**config.mk**
```make
export PLATFORM = sky130hd
export DESIGN_NAME = arbitro_rom
export DESIGN_NICKNAME = d
export VERILOG_FILES = /design/src/rtl/arbitro_rom.sv
export SDC_FILE = /design/constraint.sdc
export NUM_CORES = 1
export LEC_CHECK = 0
export BUFFER_PORTS_ARGS = -buffer_cell sky130_fd_sc_hd__buf_4
export CAP_MARGIN = 0
export CORE_MARGIN = 2
export CORE_UTILIZATION = 30
export CTS_CLUSTER_DIAMETER = 40
export DETAILED_ROUTE_END_ITERATION = 6
export RECOVER_POWER = 50
export SYNTH_ARGS = -nofsm -noshare
export SYNTH_HDL_FRONTEND = slang
export SYNTH_SLANG_ARGS = --single-unit
```
**constraint.sdc**
```tcl
create_clock -name clk -period 1.81 [get_ports clk]
set_input_delay 0.181 -clock clk [delete_from_list [all_inputs] [get_ports clk]]
set_output_delay 0.181 -clock clk [all_outputs]
set_load 0.05 [all_outputs]
```
**src/rtl/arbitro_rom.sv**
```systemverilog
// Glyph ROM arbiter: shares one ROM slot per cycle between a display fetch port
// and an auxiliary fetch port, with starvation protection for the aux side.
module arbitro_rom #(
  parameter int STARVE_MAX = 8
) (
  input  logic       clk,
  input  logic       reset,
  input  logic       disp_req,
  input  logic [2:0] disp_en,
  input  logic [3:0] disp_py,
  input  logic       aux_req,
  input  logic [2:0] aux_en,
  input  logic [3:0] aux_py,
  input  logic [7:0] rom_data,
  output logic [2:0] rom_en,
  output logic [3:0] rom_py,
  output logic [7:0] disp_data,
  output logic       disp_valid,
  output logic       aux_gnt,
  output logic [7:0] aux_data,
  output logic       aux_valid,
  output logic [7:0] disp_miss_cnt
);

  // state | meaning
  // IDLE  | slot just granted to nobody; ROM address parked at 0
  // DISP  | slot just granted to display; its row is on rom_data now
  // AUX   | slot just granted to aux; its row is on rom_data now
  typedef enum logic [1:0] {
    IDLE = 2'd0,
    DISP = 2'd1,
    AUX  = 2'd2
  } owner_t;

  localparam logic [3:0] STARVE_LIM = 4'(STARVE_MAX);

  owner_t     state;
  owner_t     grant;
  logic       outstanding;
  logic       aux_pending;
  logic [3:0] starve_cnt;
  logic [2:0] next_en;
  logic [3:0] next_py;

  // A held aux_req must not be granted twice: outstanding covers gnt..valid.
  always_comb begin
    aux_pending = aux_req && !outstanding;
    grant       = IDLE;
    if (aux_pending && (starve_cnt == STARVE_LIM)) begin
      grant = AUX;
    end else if (disp_req) begin
      grant = DISP;
    end else if (aux_pending) begin
      grant = AUX;
    end
  end

  always_comb begin
    next_en = 3'd0;
    next_py = 4'd0;
    case (grant)
      DISP: begin
        next_en = disp_en;
        next_py = disp_py;
      end
      AUX: begin
        next_en = aux_en;
        next_py = aux_py;
      end
      default: begin
        next_en = 3'd0;
        next_py = 4'd0;
      end
    endcase
  end

  assign aux_gnt = (grant == AUX) && !reset;

  always_ff @(posedge clk or posedge reset) begin
    if (reset) begin
      state  <= IDLE;
      rom_en <= 3'd0;
      rom_py <= 4'd0;
    end else begin
      state  <= grant;
      rom_en <= next_en;
      rom_py <= next_py;
    end
  end

  // rom_data reflects the address granted last cycle, tagged by state.
  always_ff @(posedge clk or posedge reset) begin
    if (reset) begin
      disp_data  <= 8'd0;
      disp_valid <= 1'b0;
      aux_data   <= 8'd0;
      aux_valid  <= 1'b0;
    end else begin
      disp_valid <= (state == DISP);
      aux_valid  <= (state == AUX);
      if (state == DISP) begin
        disp_data <= rom_data;
      end
      if (state == AUX) begin
        aux_data <= rom_data;
      end
    end
  end

  always_ff @(posedge clk or posedge reset) begin
    if (reset) begin
      outstanding <= 1'b0;
    end else if (grant == AUX) begin
      outstanding <= 1'b1;
    end else if (aux_valid) begin
      outstanding <= 1'b0;
    end
  end

  always_ff @(posedge clk or posedge reset) begin
    if (reset) begin
      starve_cnt <= 4'd0;
    end else if ((grant == AUX) || !aux_pending) begin
      starve_cnt <= 4'd0;
    end else if ((grant == DISP) && (starve_cnt < STARVE_LIM)) begin
      starve_cnt <= starve_cnt + 4'd1;
    end
  end

  // A display request losing the slot to aux is dropped, not queued.
  always_ff @(posedge clk or posedge reset) begin
    if (reset) begin
      disp_miss_cnt <= 8'd0;
    end else if (disp_req && (grant == AUX) && (disp_miss_cnt != 8'hFF)) begin
      disp_miss_cnt <= disp_miss_cnt + 8'd1;
    end
  end

endmodule

```
======== Word-level counts from Yosys, hierarchy flattened ========
Index checks and enable logic that the tools add are counted.
Widths: inputs -> output; s select.
word-level totals
  output and inout bits ................... 34
  word-level logic and storage cells ...... 40
  input bits .............................. 26
  register bits after elaboration ......... 40
operators by class
  add/subtract/negate cells ............... 2
  magnitude comparators ................... 1
  eq/ne operators ......................... 6
  reduce and logical (&&, ||, !) cells .... 12
  multiplexer cells ....................... 9
operators by type and width
  cell                 count
  $add 8x1->8 const B  1
  $mux 4               2
  $ne 8x8->1 const B   1
  $pmux 4 s2           1
  $logic_and 1x1->1    6
  $mux 2               3
  $pmux 3 s2           1
  $add 4x1->4 const B  1
  $eq 2x1->1 const B   2
  $eq 2x2->1 const B   2
  $eq 4x4->1 const B   1
  $lt 4x4->1 const B   1
  $reduce_bool 2->1    2
  $logic_not 1->1      3
  $mux 1               2
  $logic_or 1x1->1     1

======== Longest topological paths before layout ========
  word-level depth ........................ 9
  depth in mapped cells ................... 6
  gate-level depth less buffers ........... 5

======== Worst setup path before layout ========
OpenSTA, ideal clock, no wires.
  path kind ............................... input-to-output
  start point ............................. in reset
  end point ............................... out aux_gnt
  path buffers ............................ 0
  stages on the path ...................... 2
  path slack .............................. 45 ps
  data arrival time ....................... 1584 ps
  required time ........................... 1629 ps
  cells stage by stage .................... inv_1 and2_1
between the ends
  longest elaborated chain between the ends .. 2
RTL lines
  element                           RTL line  source
  from (decl)                       7         input logic reset,
  $logic_not 1->1 (no source line)  -
  $logic_and 1x1->1                 77        assign aux_gnt = (grant == AUX) && !reset;
  to (decl)                         19        output logic aux_gnt,
Every way passes these cells.

======== Worst setup path in the final report ========
  start point ............................. reg starve_cnt[0]
  end point ............................... out aux_gnt
between the ends
  longest elaborated chain between the ends .. 5
RTL lines
  element                 RTL line  source
  from (decl)             41        logic [3:0] starve_cnt;
  from (signal assigned)  126       starve_cnt <= starve_cnt + 4'd1;
  $eq 4x4->1              49        if (aux_pending && (starve_cnt == STARVE_LIM)) begin
  $logic_and 1x1->1       49
  $mux 2                  49
  net grant[1]            38        owner_t grant;
  $eq 2x2->1              77
  $logic_and 1x1->1       77
The timed path passes the listed nets, and every way through them passes these cells.

==> reports/qor.yml <==
crit_slowest_cell: "dfrtp_1"
synth_top_family_by_area: "multiplexers"
wire_per_inst_um: 13.0
die_h_um: 79.3
grt_start_max_net_pins: 41
h-tree-depth: 2
r2r_slack_ps: 240
pin_count: 60
dp_hpwl_um: 2560
yosys.area_share.simple: 0.116
r2r_cells: 5
r2r-start: "starve_cnt[0]"
synthAdderAreaFrac: 0.0221
timing.final.crit_share: 0.940
nFillCells: 554
via_per_inst: 4.62
cp-start-kind: "register"
io_buffers: 59
numCtsBuffers: 5
cts_tree: "done"
core_mm2: 0.00547
drc: 0
grtUsageTotal: 0.123
critical_path_class: "reg -> out"
clk_latency_ps: 290
ant_nets: 0
ys.warnings.count: 0
slowest_delay_ps: 430
worst-slew-pin-transition_ps: 997
area_growth_pct: 36.8
crit_path_cell_trace: "inv_2 > ha_4 > nand3b_4 > a21oi_4 > and2_4 > buf_6"
drv_cap: 0
p_per_area_mw_per_mm2: 1240
fin_nets: 221
synth_compound_area_frac: 0.0773
synth_xor_area_frac: 0.0155
period_needed_ps: 1700
irDropWorstVdd_v: 0.000858
r2r-end: "disp_miss_cnt[4]"
cp-end-kind: "output port"
clockRootBuffer: "clkbuf_8"
syn_nets: 155
worstPathMaxFanout: 5
grt_pass1_vias: 1293
start_util: 0.310
vias: 1225
min_path_type: "in -> reg"
critPathBufInv: 2
cts_buffer_depth: 2
hp-start: "disp_py[2]"
dp_slack_ps: 189
clock_sinks: 40
drt_iter0_markers: 46
dr.pass1.iters: 4
die_x_um: 79.3
ys_types: 32
ys_seq_area_frac: 0.589
worstPathRequired_ps: 1630
hold_depth: 2
layout_setup_ws_ps: 108
tns_ps: 0
cp_top_family: "flip-flops"
syn_inst: 126
hold_end: "rom_py[2]"
antenna_found_initial: 0
clk_pin_slew_ps: 80
hold_viol: 0
synthMuxAreaShare: 0.151
rsz0062_at_grt: "false"
crit_arrival_ps: 1520
grt_pass1_wl_um: 6000
finalMaxSlewViolations: 0
setup_viol_count_final: 0
wirelength_um: 3450
drive_gt1_frac: 0.446
slew_headroom: 0.335
fmax_mhz: 588
syn_area_mm2: 0.00170
ys_ff_latch: 40
insertedDiodeCount: 0
finalWeightedCongestion: 0.837
finClkSkew_ps: 8.72
power_leakage_nw: 1.09
synth.avg_cell_area_um2: 13.5
rows: 27
status: "finished, final reports clean"
gr-total-overflow: 0
die_area_mm2: 0.00628
cts_hold_buf: 0
fin_util: 0.425
==> final cells by class <==
type	count	area, µm²	area share
Inverter	7	26.3	0.0113
Timing Repair Buffer	63	414	0.178
Tap cell	72	90.1	0.0388
Clock inverter	2	38.8	0.0167
Multi-Input combinational cell	75	672	0.289
Sequential cell	40	1000	0.431
Clock buffer	6	82.6	0.0355
==> sequential cells by signal, summed over array words and instances, names as in the netlist <==
name and flops:
aux_data 8, aux_valid 1, disp_data 8, disp_miss_cnt 8, disp_valid 1, outstanding 1
rom_en 3, rom_py 4, starve_cnt 4, state 2
==> worst register-to-register path, stage by stage, from the launching register on <==
cell and delay, ps:
dfrtp_1 430, inv_2 90, ha_4 150, nand3b_4 110, nor4_1 300, mux2_2 380
==> stage by stage <==
stage          hold WS, ps  area, µm²  std cells  power [mW]
2_1_floorplan          314       1700        126        1.86
5_1_grt               93.6       2320        265        3.02
4_1_cts               69.8       2360        264        2.98
3_3_place_gp           394       2230        256        2.19
6_report              99.3       2320        265        2.88
3_5_place_dp           398       2230        256        2.20
==> worst max-delay path by stage <==
stage | start | to | slack [ps] | cells after the start
after detailed placement | starve_cnt[0] | disp_miss_cnt[4] | 190 | 5
after floorplan | reset | aux_gnt | 40 | 2
after CTS | starve_cnt[0] | aux_gnt | 9 | 6
after global placement | starve_cnt[0] | disp_miss_cnt[4] | 240 | 5
final | starve_cnt[0] | aux_gnt | 110 | 6
after global routing | starve_cnt[0] | aux_gnt | 20 | 6
==> layout by cell type (no fill, tap or decap), drive strengths merged, types with 3 or more instances in the layout <==
cell type,synthesis,layout
nand3,3,3
inv,7,7
ha,3,3
nor2,4,4
nor4,3,3
mux2,21,21
a22o,7,7
buf,4,45
dfrtp,40,40
clkbuf,0,24
nand2b,4,4
nand2,5,5
==> synthesized netlist by cell type (all sizes together) <==
master | instances | area, µm²
mux2 | 21 | 236
nor2b | 1 | 6.26
xnor2 | 2 | 17.5
nand2b | 4 | 27.5
nand2 | 5 | 18.8
mux2i | 2 | 20.0
buf | 4 | 22.5
dfrtp | 40 | 1000
a31oi | 2 | 12.5
a22o | 7 | 61.3
o21a | 1 | 7.51
and2 | 2 | 12.5
o211ai | 1 | 12.5
o2111a | 1 | 11.3
nor4 | 3 | 25.0
nor2 | 4 | 15.0
nand4b | 2 | 17.5
a21oi | 2 | 13.8
and3b | 2 | 17.5
ha | 3 | 37.5
nand3 | 3 | 15.0
inv | 7 | 26.3
nand4 | 1 | 12.5
o21ai | 1 | 5.00
nand3b | 1 | 20.0
a21o | 1 | 7.51
xor2 | 1 | 8.76
nor3 | 2 | 10.0
==> routing by layer <==
layer,track usage,vias up,wire [µm]
met3,0.0523,4,301
met5,0,-,0
met4,0.0362,0,41
met1,0.148,594,1510
met2,0.201,49,1600
li1,-,578,-
==> logic make-up after synthesis <==
| logic type | Yosys count |
|---|---|
| and+or+nand+nor | 30 |
| muxes | 23 |
| buffers and inverters | 11 |
| xor gates and xnor gates | 3 |
| DFF | 40 |
| AOI/OAI and AO/OA | 16 |
| adders and majority gates | 3 |
==> timing repair <==
action / 4_1_cts / 5_1_grt
gates resized for setup: 2 / 5
buffers inserted: 0 / 1
pin swaps: 0 / 1
endpoints found under the setup margin: 1 / 1
==> power by group <==
part	internal [mW]	total (mW)	switching (mW)
sequential	1.05	1.13	0.0811
combinational	0.306	0.989	0.684
clock	0.451	0.761	0.310
Note: power is estimated with default switching activity, not from simulation.
